`src/rtl/alu_share_arbiter.sv`:
```
// Two-requester round-robin arbiter in front of one shared, external ALU.
// One operation in flight: grant in IDLE, capture in ISSUE, hold result in HOLD.
module alu_share_arbiter #(
   parameter int WIDTH = 5
) (
   input  logic             clk,
   input  logic             reset,
   input  logic             req0_valid,
   input  logic             req1_valid,
   output logic             req0_ready,
   output logic             req1_ready,
   input  logic [1:0]       req0_sel,
   input  logic [1:0]       req1_sel,
   input  logic [WIDTH-1:0] req0_a,
   input  logic [WIDTH-1:0] req0_b,
   input  logic [WIDTH-1:0] req1_a,
   input  logic [WIDTH-1:0] req1_b,
   output logic [WIDTH-1:0] alu_a,
   output logic [WIDTH-1:0] alu_b,
   output logic [1:0]       alu_sel,
   input  logic [WIDTH-1:0] alu_out,
   output logic             rsp_valid,
   input  logic             rsp_ready,
   output logic             rsp_id,
   output logic [WIDTH-1:0] rsp_data,
   output logic             busy,
   output logic [7:0]       op_count
);

   typedef enum logic [1:0] {
      IDLE  = 2'd0,
      ISSUE = 2'd1,
      HOLD  = 2'd2
   } state_t;

   state_t           state;
   state_t           state_next;
   logic             ptr;
   logic             gnt_valid;
   logic             gnt;
   logic             gnt_id;
   logic [WIDTH-1:0] op_a;
   logic [WIDTH-1:0] op_b;
   logic [1:0]       op_sel;

   // State register.
   always_ff @(posedge clk) begin
      if (reset) state <= IDLE;
      else       state <= state_next;
   end

   // Grant selection, ready strobes and next-state decode.
   always_comb begin
      state_next = state;
      gnt_valid  = 1'b0;
      gnt        = 1'b0;
      if (!reset && state == IDLE) begin
         gnt_valid = req0_valid | req1_valid;
         // On a tie the requester not served last wins; otherwise the sole one.
         if (req0_valid && req1_valid) gnt = ~ptr;
         else                          gnt = req1_valid;
      end
      unique case (state)
         IDLE:    if (gnt_valid) state_next = ISSUE;
         ISSUE:   state_next = HOLD;
         HOLD:    if (rsp_ready) state_next = IDLE;
         default: state_next = IDLE;
      endcase
      req0_ready = gnt_valid & ~gnt;
      req1_ready = gnt_valid & gnt;
   end

   // Operand latch, result capture, handshake and completion counter.
   always_ff @(posedge clk) begin
      if (reset) begin
         ptr       <= 1'b1;
         gnt_id    <= 1'b0;
         op_a      <= '0;
         op_b      <= '0;
         op_sel    <= 2'd0;
         rsp_valid <= 1'b0;
         rsp_id    <= 1'b0;
         rsp_data  <= '0;
         op_count  <= 8'd0;
      end else begin
         if (state == IDLE && gnt_valid) begin
            ptr    <= gnt;
            gnt_id <= gnt;
            op_a   <= gnt ? req1_a : req0_a;
            op_b   <= gnt ? req1_b : req0_b;
            op_sel <= gnt ? req1_sel : req0_sel;
         end
         if (state == ISSUE) begin
            rsp_data  <= alu_out;
            rsp_id    <= gnt_id;
            rsp_valid <= 1'b1;
         end
         if (state == HOLD && rsp_ready) begin
            rsp_valid <= 1'b0;
            op_count  <= op_count + 8'd1;
         end
      end
   end

   assign alu_a   = op_a;
   assign alu_b   = op_b;
   assign alu_sel = op_sel;
   assign busy    = (state != IDLE);

endmodule
```
`config.mk`:
```
export PLATFORM = sky130hd
export DESIGN_NAME = alu_share_arbiter
export DESIGN_NICKNAME = d
export VERILOG_FILES = /design/src/rtl/alu_share_arbiter.sv
export SDC_FILE = /design/constraint.sdc
export NUM_CORES = 1
export LEC_CHECK = 0
export CORE_MARGIN = 4
export CORE_UTILIZATION = 40
export DETAILED_ROUTE_END_ITERATION = 10
export DONT_BUFFER_PORTS = 1
export HOLD_SLACK_MARGIN = 0.02
export MAX_ROUTING_LAYER = met4
export SLEW_MARGIN = 20
export SYNTH_ARGS = -nofsm -noshare
export SYNTH_HDL_FRONTEND = slang
export SYNTH_SLANG_ARGS = --single-unit
```
`constraint.sdc`:
```
create_clock -name clk -period 1.3 [get_ports clk]
set_clock_uncertainty 0.05 [all_clocks]
set_input_delay 0.26 -clock clk [delete_from_list [all_inputs] [get_ports clk]]
set_output_delay 0.26 -clock clk [all_outputs]
set_load 0.02 [all_outputs]
```
---- Yosys cells after proc, flatten, opt, wreduce, memory -nomap -nowiden ----
Index checks and enable logic that the tools add are counted.
storage, ports and cells
  register bits ........................... 31
  word-level logic and storage cells ...... 38
  input port bits ......................... 34
cells by class
  equal/unequal tests ..................... 4
  reduce and logical (&&, ||, !) cells .... 9
  muxes and demuxes ....................... 9
  add/sub/neg operators ................... 1
  bitwise operators ....................... 5
operators by type and width
  kind                 count
  $mux 5               2
  $add 8x1->8 const B  1
  $mux 2               3
  $pmux 2 s3           1
  $logic_and 1x1->1    4
  $ne 2x2->1 const B   2
  $mux 1               3
  $and 1x1->1          2
  $eq 2x1->1 const B   1
  $eq 2x2->1 const B   1
  $logic_not 2->1      1
  $not 1->1            2
  $reduce_and 2->1     1
  $reduce_bool 2->1    1
  $reduce_or 2->1      1
  $logic_not 1->1      1
  $or 1x1->1           1

---- Depth between registers and ports, before layout ----
Gate-level depths: netlist of run 1.
  depth after elaboration ................. 5
  mapped depth ............................ 6

---- Least setup slack after synthesis of run 1 ----
OpenSTA, ideal clock, no wires.
  path type ............................... flip-flop to flip-flop
  start point ............................. reg op_count[0]
  end point ............................... reg op_count[6]
  path buffers ............................ 0
  arrival time ............................ 1.406 ns
  slack ................................... -0.226 ns
  cell stages (with the launch flop) ...... 5
  setup time .............................. 0.070 ns
  data required time ...................... 1.180 ns
  period minus slack after synthesis ...... 1.526 ns
  cell sequence ........................... dfxtp_1 -> ha_1 -> nand3_1 -> or4_1 -> a21oi_1
between the ends
  longest elaborated chain between the ends .. 1
RTL lines
  element                 line  source
  from (decl)             27    output logic [7:0] op_count
  from (signal assigned)  100   op_count <= op_count + 8'd1;
  $add 8x1->8             100
No other way between the ends.
A chain may end at the register's enable or synchronous reset.

---- Final worst setup path of run 1 ----
  start point ............................. reg state[1]
  end point ............................... out req0_ready
between the ends
  longest elaborated chain between the ends .. 5
  elaborated cells between the ends (all ways) .. 6
  classes of those cells .................. 2 x mux; 2 x bitwise; 2 x reduce/logical
RTL lines
  element                 line  source
  from (decl)             36    state_t state;
  from (signal assigned)  49    else state <= state_next;
  $logic_not 2->1 (*)     57    if (!reset && state == IDLE) begin
  $logic_and 1x1->1 (*)   57
  $mux 1                  57
  $not 1->1               69    req0_ready = gnt_valid & ~gnt;
  $and 1x1->1 (*)         69
  to (decl)               10    output logic req0_ready,
Every way passes the cells marked *; elsewhere a longest branch is shown, timed or not.

==> qor.csv, run 1 <==
stage,metric,value,unit
run_status,status,"finished, violations left",
run_status,violations,setup timing,
clocking,tritoncts,built,
sta,finalCriticalPeriod,1.552,ns
sta,drv_slew,0,
finish,most-common-layout-cells,"dfxtp_1 (24), mux2i_1 (17), buf_6 (17), dlygate4sd3_1 (16), buf_4 (16)",
drt,drt_iter0_drc,66,
floorplan,pin_count,64,
floorplan,core.rowCount,20,
finish,final_core_util,0.6810,
run,cap_violations,0,
floorplan,core_area,3153,µm²
yosys,synth_cells,134,
sta,setup_viol,29,
sta,slew_headroom,0.4187,
yosys,ys_types,33,
clocking,cts_root_buf,clkbuf_4,
drt,routed_wl,3909,µm
sta,finalCritPeriodShare,1.194,
clocking,cts_sinks,31,
global_routing,grt_pass1_vias,1364,
finish,final_nets,223,
finish,drive_gt1_frac,0.4074,
finish,mostFrequentLayoutCell,dfxtp_1,
yosys,avgSynthCellArea,10.22,µm²
yosys,ys_seq_area_frac,0.4530,
floorplan,initial_utilization,0.4345,
floorplan,die_x,66.53,µm
power_and_ir_drop,p_per_area,1012,nW/µm²
finish,num_antenna_cells,0,
finish,nFillCells,270,
drt,vias,1245,
placement,routabilityCongestion,0.7857,
yosys,synth_area,1370,µm²
setup_path,critPathRequiredTime,0.99,ns
yosys,ys_ff_latch,31,
power_and_ir_drop,p_leak,0.9555,nW
drt,viasPerCell,5.343,
floorplan,die_area,4426,µm²
setup_path,cp.arrival,1.24,ns
drt,ant_nets,0,
sta,worst_pin_slew,0.8720,ns
setup_path,worstSetupStartpointType,flop,
sta,setup_ws,-0.2519,ns
global_routing,grt_pass1_wl,6161,µm
sta,rsz0062_at_grt,yes,
setup_path,crit_type,reg -> out,
clocking,clock_latency,0.34,ns
sta,whs,0.03346,ns
floorplan,die_h,66.53,µm
finish,syn_to_final_growth,56.71,%
clocking,h-tree-depth,2,
clocking,clockBufferDepth,2,
power_and_ir_drop,power,2.172,mW
sta,finalHoldViolCount,0,
clocking,numCtsBuffers,5,
clocking,clkTransAtPathRegs,0.10,ns
drt,wire_per_inst,16.78,µm
drt,drt-pass1-iter-count,4,
power_and_ir_drop,vdd_drop_max,711.8,µV
sta,fmax,0.6444,GHz
global_routing,grt_use_total,0.1879,
drt,drc,0,
placement,io_buffer_count,0,
setup_path,end_kind,primary output,
global_routing,antenna_found_initial,0,
global_routing,grt_max_degree,20,
yosys,synth_nets,169,
setup_path,cp_max_fo,8,
min_path,hold_path_class,in -> reg,
global_routing,grt.overflow.total,0,
yosys,yosysWarnings,0,
placement,dp_hpwl,2447,µm
-- worst max-delay path, cell delays in order, from the launching register on --
cell	delay, ns
dfxtp_4	0.38
nor3_4	0.18
and3_4	0.22
buf_12	0.13
-- layer usage --
| layer | track usage | part of all wire |
|---|---|---|
| met1 | 0.1838 | 0.35 |
| met2 | 0.3432 | 0.55 |
| met3 | 0.06745 | 0.089 |
| met4 | 0.06091 | 0.010 |
| met5 | - | 0 |
-- power by group --
| part | switching (mW) | internal (mW) |
|---|---|---|
| clock | 0.349 | 0.206 |
| combinational | 0.190 | 0.278 |
| sequential | 0.132 | 1.02 |
-- kinds of logic after synthesis --
logic type,Yosys count,share of synthesized area
xor+xnor,2,0.01279
mux,17,0.1242
buf+inv,10,0.04109
compound gates,30,0.1790
flops,31,0.4530
fa+ha+maj,1,0.009131
simple gates,43,0.1808
-- state kept, by name, summed over array words and instances (netlist names) --
| signal | cells |
|---|---|
| alu_b | 5 |
| gnt_id | 1 |
| alu_sel | 2 |
| rsp_data | 5 |
| op_count | 8 |
| state | 2 |
| rsp_id | 1 |
| rsp_valid | 1 |
| alu_a | 5 |
| ptr | 1 |
-- metrics by stage --
stage               worst slack (ns)  TNS (ns)  instances  instance area (µm²)
detailed placement           -0.1939    -2.121        190                 1599
finish                       -0.2519    -2.875        233                 2147
CTS                          -0.2692    -3.125        225                 1977
floorplan                   -0.02801   -0.2232        134                 1405
global route                 -0.3275    -4.666        233                 2147
global placement             -0.1534    -1.259        190                 1599
-- repair_timing --
action                                 in CTS  in global routing
setup endpoints to repair                  27                 36
endpoints found under the hold margin      25                  1
buffers inserted                           11                  7
pin swaps                                  19                 12
hold buffers                               16                  1
resized for setup                          20                 25
-- worst paths after layout --
path                                                 end             startpoint  cells past startpoint  slack (ns)
worst min register to register       gnt_id$_SDFFE_PP0P_    gnt_id$_SDFFE_PP0P_                      2        0.45
worst min-delay path            rsp_data[2]$_SDFFE_PP0N_             alu_out[2]                      2        0.03
worst max register to register  op_count[5]$_SDFFE_PP0P_  state[1]$_SDFFE_PP0P_                      5       -0.14
worst max-delay path                          req0_ready  state[1]$_SDFFE_PP0P_                      3       -0.25
-- synthesized netlist by cell type --
| cell type | number | area (µm²) |
|---|---|---|
| or4_1 | 3 | 22.52 |
| inv_2 | 1 | 3.750 |
| dfxtp_1 | 31 | 620.6 |
| a221o_1 | 7 | 70.07 |
| or3_1 | 2 | 12.51 |
| a211o_1 | 1 | 8.760 |
| nand4b_1 | 2 | 17.52 |
| nor2b_1 | 1 | 6.260 |
| buf_2 | 3 | 15.01 |
| a21oi_1 | 8 | 40.04 |
| nor3_1 | 2 | 10.01 |
| nand3_1 | 2 | 10.01 |
| nor3_4 | 1 | 16.27 |
| xor2_1 | 2 | 17.52 |
| inv_1 | 1 | 3.750 |
| or2b_1 | 1 | 7.510 |
| mux2i_1 | 17 | 170.2 |
| a21boi_4 | 1 | 18.77 |
| nor2_2 | 2 | 12.51 |
| nand2b_1 | 1 | 6.260 |
| and3_1 | 1 | 6.260 |
| nand4_1 | 1 | 6.260 |
| or3b_2 | 1 | 8.760 |
| buf_6 | 2 | 22.52 |
| clkbuf_1 | 3 | 11.26 |
| o31ai_1 | 3 | 22.52 |
| nand3b_4 | 1 | 20.02 |
| nor2_1 | 10 | 37.54 |
| nand2_1 | 11 | 41.29 |
| o211a_1 | 7 | 70.07 |
| and2_1 | 1 | 6.260 |
| o21ai_0 | 3 | 15.01 |
| ha_1 | 1 | 12.51 |
-- area by class of cell --
class / instances / area, µm² / area share
multi-input cells: 93 / 805.8 / 0.3753
flip-flops and latches: 31 / 639.4 / 0.2978
repair buffers: 55 / 579.3 / 0.2698
well taps: 44 / 55.05 / 0.02564
clock buffers: 5 / 37.54 / 0.01748
clock inverters: 3 / 20.02 / 0.009324
inverters: 2 / 10.01 / 0.004662
Note: power is estimated with default switching activity, not from simulation.
==> inputs of run 2 (changes only) <==
--- a/config.mk
+++ b/config.mk
@@ -5,11 +5,11 @@
 export SDC_FILE = /design/constraint.sdc
 export NUM_CORES = 1
 export LEC_CHECK = 0
+export CORE_ASPECT_RATIO = 0.5
 export CORE_MARGIN = 4
 export CORE_UTILIZATION = 40
 export DETAILED_ROUTE_END_ITERATION = 10
 export DONT_BUFFER_PORTS = 1
-export HOLD_SLACK_MARGIN = 0.02
 export MAX_ROUTING_LAYER = met4
 export SLEW_MARGIN = 20
 export SYNTH_ARGS = -nofsm -noshare
==> run 2 against run 1 <==
  * The run ends with hold timing, setup timing left
  * Non-clock buffer count fell by 23
  * Sequential cell count did not move
  * Clock power rose by 24%
  * Setup slack improved by 0.066 ns
  * Via count fell by 7.9%
  * First-iteration DRC count fell by 65%
  * Sequential power barely moved
  * Routed wire length fell by 15%
  * Register-to-register slack barely moved
  * Combinational power fell by 21%
  * Sequential share of layout area rose by 4.5 points
  * Critical path depth did not move
  * Critical path type unchanged
  * Critical endpoint unchanged
  * Largest cell class unchanged
==> qor.csv, run 2 (synthesis gave the netlist of run 1 again) <==
stage,metric,value,unit,change
sta,setup_viol,29,,unchanged
placement,io_buffer_count,0,,unchanged
finish,final_core_util,0.5950,,-0.08598
sta,whs,-0.009965,ns,-0.04343 ns
floorplan,initial_utilization,0.4370,,+0.002428
setup_path,crit_type,reg -> out,,
clocking,h-tree-depth,2,,unchanged
run,cap_violations,0,,unchanged
clocking,clock_latency,0.27,ns,-0.07 ns
finish,syn_to_final_growth,36.16,%,
finish,largest_reg_flops,8,,unchanged
drt,drt_iter0_drc,23,,-65%
power_and_ir_drop,vdd_drop_max,543.4,µV,-24%
setup_path,worst-r2r-setup-slack,-0.15,ns,about the same
floorplan,pin_count,64,,unchanged
setup_path,cp.arrival,1.18,ns,-0.06 ns
sta,finalCriticalPeriod,1.486,ns,-0.06601 ns
clocking,numCtsBuffers,5,,unchanged
drt,ant_nets,0,,unchanged
sta,setup_ws,-0.1859,ns,+0.06601 ns
clocking,cts_root_buf,clkbuf_8,,
power_and_ir_drop,p_per_area,1184,nW/µm²,+17%
setup_path,cp_max_fo,8,,unchanged
placement,routabilityCongestion,0.6934,,-12%
sta,slew_headroom,0.6351,,+0.2164
drt,vias,1147,,-7.9%
floorplan,core.rowCount,14,,-30%
finish,mostFrequentLayoutCell,dfxtp_1,,
sta,fmax,0.6730,GHz,+4.4%
run_status,status,"finished, violations left",,
sta,rsz0062_at_grt,yes,,
setup_path,critPathRequiredTime,0.99,ns,about the same
setup_path,worstSetupStartpointType,flop,,
global_routing,grt_pass1_vias,1156,,-15%
drt,wire_per_inst,16.18,µm,-3.6%
setup_path,cp_cell_sequence,nor3_4 > and3_4 > buf_12,,
power_and_ir_drop,power,2.209,mW,+1.7%
power_and_ir_drop,p_leak,0.8401,nW,-12%
global_routing,antenna_found_initial,0,,unchanged
setup_path,crit_buf_inv,1,,unchanged
drt,routed_wl,3333,µm,-15%
sta,worst_pin_slew,0.5468,ns,-0.3252 ns
setup_path,slowest_stage,dfxtp_4,,
finish,stdcell_count,206,,-12%
global_routing,grt_use_total,0.1575,,-0.03035
finish,most-common-layout-cells,"dfxtp_1 (24), buf_4 (22), mux2i_1 (17), nand2_1 (11), nor2_1 (10)",,
drt,viasPerCell,5.568,,+4.2%
finish,num_antenna_cells,0,,unchanged
clocking,clkTransAtPathRegs,0.06,ns,-0.04 ns
placement,dp_hpwl,2213,µm,-9.6%
finish,largest_register,op_count,,
floorplan,die_h,49.39,µm,-26%
run_status,violations,"hold timing, setup timing",,
sta,drv_slew,0,,unchanged
placement,dp.cells,188,,-1.1%
clocking,tritoncts,built,,
sta,finalHoldViolCount,7,,+7
drt,drt-pass1-iter-count,4,,unchanged
floorplan,die_area,4482,µm²,+1.3%
min_path,hold_path_class,in -> reg,,
setup_path,cpPeakStageDelay,0.36,ns,-0.02 ns
drt,drc,0,,unchanged
sta,finalCritPeriodShare,1.143,,-0.05078
global_routing,grt_max_degree,23,,+15%
finish,final_nets,201,,-9.9%
clocking,cts_sinks,31,,unchanged
clocking,clockBufferDepth,2,,unchanged
finish,drive_gt1_frac,0.3795,,-0.02789
floorplan,die_x,90.77,µm,+36%
global_routing,grt.overflow.total,0,,unchanged
placement,pre_cts_slack,-0.1959,ns,-0.002020 ns
floorplan,core_area,3136,µm²,-0.56%
setup_path,end_kind,primary output,,
global_routing,grt_pass1_wl,5388,µm,-13%
setup_path,critical_path.top_delay_family,simple AND/OR/NAND/NOR gates,,
==> run 2: what timing repair did <==
action	CTS	global route
pin swaps	22	6
resized for setup	13	10
cloned	1	0
setup buffers	10	0
endpoints found under the hold margin	15	17
setup endpoints to repair	21	32
==> run 2: where the power goes <==
| part | switching, mW | internal, mW | leakage, nW |
|---|---|---|---|
| combinational | 0.158 | 0.211 | 0.543 |
| clock | 0.322 | 0.368 | 0.0383 |
| sequential | 0.131 | 1.02 | 0.258 |
==> run 2: layer usage <==
layer  vias to the layer above  wire length [µm]  part of all wire  GRT usage
li1                        560                 -                 -          -
met5                         -                 0                 0          -
met3                         2               311             0.093    0.08012
met4                         0                21            0.0063    0.05838
met2                        41              1552              0.47     0.2331
met1                       544              1447              0.43     0.1832
==> run 2: per-stage QoR <==
step	TNS (ns)	area [µm²]
finish	-2.453	1866
global route	-4.343	1866
detailed placement	-2.384	1609
global placement	-1.801	1609
floorplan	-0.2232	1405
CTS	-2.214	1824
==> run 2: worst reg2reg max path, cell delays in order, from the launching register on <==
cell and delay, ns:
dfxtp_4 0.36, buf_4 0.14, nor2_4 0.17, clkinvlp_4 0.17, o211a_1 0.22, a221o_1 0.25
==> run 2: area by class of cell <==
| type | count | area, µm² |
|---|---|---|
| fill | 279 | 1270 |
| multi-input combinational | 93 | 769.5 |
| inverter | 2 | 10.01 |
| timing repair inverter | 1 | 7.507 |
| sequential | 31 | 639.4 |
| clock buffer | 7 | 76.32 |
| tap | 40 | 50.05 |
| timing repair buffer | 32 | 312.8 |
==> run 2: final timing paths <==
path / start / cells past startpoint / endpoint
worst max-delay path: state[0]$_SDFFE_PP0P_ / 3 / req0_ready
worst min-delay path: reset / 1 / op_count[3]$_SDFFE_PP0P_
worst max register to register: state[0]$_SDFFE_PP0P_ / 5 / alu_b[3]$_SDFFE_PP0P_
worst min register to register: gnt_id$_SDFFE_PP0P_ / 2 / gnt_id$_SDFFE_PP0P_
==> inputs of run 3 (changes only) <==
--- a/config.mk
+++ b/config.mk
@@ -8,9 +8,11 @@
 export CORE_ASPECT_RATIO = 0.5
 export CORE_MARGIN = 4
 export CORE_UTILIZATION = 40
+export CTS_BUF_LIST = sky130_fd_sc_hd__clkbuf_4
 export DETAILED_ROUTE_END_ITERATION = 10
 export DONT_BUFFER_PORTS = 1
 export MAX_ROUTING_LAYER = met4
+export PLACE_DENSITY = 0.64
 export SLEW_MARGIN = 20
 export SYNTH_ARGS = -nofsm -noshare
 export SYNTH_HDL_FRONTEND = slang
==> run 3 against run 2 <==
  * First-iteration DRC count rose by 48%
  * Fmax fell by 4.2%
  * Setup slack got worse by 0.065 ns
  * Hold slack got worse by 0.054 ns
  * Routed wire length rose by 3.6%
  * Total power fell by 5.2%
  * Via count rose by 3.7%
  * Critical path depth did not move
  * Sequential share of layout area fell by 0.43 points
  * Global-route usage fell by 0.22 points
  * Critical endpoint unchanged
  * The run still ends with hold timing, setup timing left
==> qor.csv, run 3 (synthesis gave the netlist of run 1 again) <==
stage,metric,value,unit,change
run_status,status,"finished, violations left",,
run_status,violations,"hold timing, setup timing",,
finish,final-seq-area,641.9,µm²,+0.39%
run,cap_violations,0,,unchanged
clocking,h-tree-depth,2,,unchanged
finish,largest_register,op_count,,
sta,finalCriticalPeriod,1.551,ns,+0.06532 ns
drt,drt-pass1-iter-count,4,,unchanged
drt,viasPerCell,5.689,,+2.2%
global_routing,grt_max_degree,23,,unchanged
sta,setup_ws,-0.2512,ns,-0.06532 ns
setup_path,cp_max_fo,8,,unchanged
power_and_ir_drop,p_per_area,1104,nW/µm²,-6.8%
placement,pre_cts_slack,-0.2034,ns,-0.007450 ns
clocking,tritoncts,built,,
power_and_ir_drop,comb_power_share,0.196,,+0.029
sta,rsz0062_at_grt,yes,,
min_path,hold_path_class,in -> reg,,
power_and_ir_drop,vdd_drop_max,635.9,µV,+17%
sta,setup_viol,22,,-24%
drt,wire_per_inst,16.53,µm,+2.1%
sta,finalCritPeriodShare,1.193,,+0.05025
clocking,cts_sinks,31,,unchanged
global_routing,grt.overflow.total,0,,unchanged
setup_path,critPathRequiredTime,0.99,ns,about the same
finish,syn_to_final_growth,38.45,%,
clocking,numCtsBuffers,5,,unchanged
finish,most-common-layout-cells,"dfxtp_1 (24), buf_4 (21), mux2i_1 (17), nand2_1 (11), nor2_1 (10)",,
drt,routed_wl,3454,µm,+3.6%
sta,fmax,0.6447,GHz,-4.2%
clocking,clkTransAtPathRegs,0.10,ns,+0.04 ns
floorplan,core.rowCount,14,,unchanged
floorplan,pin_count,64,,unchanged
sta,whs,-0.06383,ns,-0.05386 ns
floorplan,die_area,4482,µm²,unchanged
drt,drt_iter0_drc,34,,+48%
drt,drc,0,,unchanged
power_and_ir_drop,p_leak,0.8550,nW,+1.8%
sta,worst_pin_slew,0.5372,ns,-0.009502 ns
finish,mostFrequentLayoutCell,dfxtp_1,,
drt,vias,1189,,+3.7%
finish,largest_reg_flops,8,,unchanged
setup_path,end_kind,primary output,,
floorplan,die_x,90.77,µm,unchanged
power_and_ir_drop,power.share.clock,0.257,,-0.055
sta,slew_headroom,0.6414,,+0.006341
global_routing,grt_pass1_wl,5423,µm,+0.65%
finish,num_antenna_cells,0,,unchanged
sta,finalHoldViolCount,19,,+12
finish,nFillCells,269,,-3.6%
floorplan,initial_utilization,0.4370,,unchanged
sta,drv_slew,0,,unchanged
global_routing,antenna_found_initial,0,,unchanged
global_routing,grt_use_total,0.1554,,-0.002170
setup_path,crit_type,reg -> out,,
setup_path,worstSetupStartpointType,flop,,
clocking,clockBufferDepth,2,,unchanged
power_and_ir_drop,power_switching,0.6140,mW,+0.55%
floorplan,die_h,49.39,µm,unchanged
placement,dp_hpwl,2376,µm,+7.4%
setup_path,cp.arrival,1.24,ns,+0.06 ns
power_and_ir_drop,p_seq_frac,0.547,,+0.026
clocking,clock_latency,0.32,ns,+0.05 ns
placement,routabilityCongestion,0.7375,,+6.4%
global_routing,grt_pass1_vias,1165,,+0.78%
finish,multi_input_area,774.5,µm²,+0.65%
drt,ant_nets,0,,unchanged
power_and_ir_drop,intPower,1.480,mW,-7.4%
finish,drive_gt1_frac,0.3846,,+0.005097
floorplan,core_area,3136,µm²,unchanged
clocking,cts_root_buf,clkbuf_4,,
placement,io_buffer_count,0,,unchanged
power_and_ir_drop,switching_share,0.2932,,+0.01676
finish,final_core_util,0.6049,,+0.009976
finish,final_nets,203,,+1.0%
[run 3: layout make-up]
cell class	instances	area share
repair buffers	35	0.1939
multi-input cells	93	0.4083
clock buffers	6	0.02375
inverters	2	0.005277
well taps	40	0.02639
flip-flops and latches	31	0.3384
clock inverters	2	0.003958
[run 3: routing by layer]
layer,wire [µm],share of wire,global-route usage,up-vias
li1,-,-,-,562
met1,1516,0.44,0.1848,574
met2,1640,0.47,0.2479,47
met3,251,0.073,0.04777,6
met4,46,0.013,0.06091,0
met5,0,0,-,-
[run 3: power by group through the flow]
stage / combinational [mW] / clock [mW] / sequential (mW)
detailed placement: 0.297 / 0 / 1.17
finish: 0.411 / 0.538 / 1.15
CTS: 0.389 / 0.557 / 1.15
global placement: 0.290 / 0 / 1.17
floorplan: 0.219 / 0 / 1.15
global route: 0.441 / 0.607 / 1.15
[run 3: critical path, stage by stage (launching register included)]
cell and delay [ns]:
dfxtp_4 0.38, nor3_4 0.19, and3_4 0.22, buf_12 0.13
[run 3: stage by stage]
step / hold slack, ns / setup TNS (ns) / instances / instance area, µm² / total power, mW
2_1_floorplan: 0.3061 / -0.2232 / 134 / 1405 / 1.374
3_3_place_gp: 0.2760 / -1.206 / 188 / 1622 / 1.460
3_5_place_dp: 0.2763 / -1.725 / 188 / 1622 / 1.471
4_1_cts: -0.07633 / -2.764 / 208 / 1837 / 2.092
5_1_grt: -0.08806 / -4.079 / 209 / 1897 / 2.202
6_report: -0.06383 / -3.013 / 209 / 1897 / 2.094
[run 3: repair_timing]
| action | 4_1_cts | 5_1_grt |
|---|---|---|
| endpoints found under the hold margin | 19 | 19 |
| buffers inserted | 12 | 1 |
| resized for setup | 14 | 12 |
| setup endpoints to repair | 20 | 29 |
| pin swaps | 15 | 8 |
[run 3: final timing paths]
path,from,end,slack [ns],cells past startpoint
setup / recovery,state[1]$_SDFFE_PP0P_,req0_ready,-0.25,3
hold reg to reg,gnt_id$_SDFFE_PP0P_,gnt_id$_SDFFE_PP0P_,0.44,2
setup reg to reg,state[1]$_SDFFE_PP0P_,alu_sel[1]$_SDFFE_PP0P_,-0.20,7
hold / removal,reset,state[1]$_SDFFE_PP0P_,-0.06,1
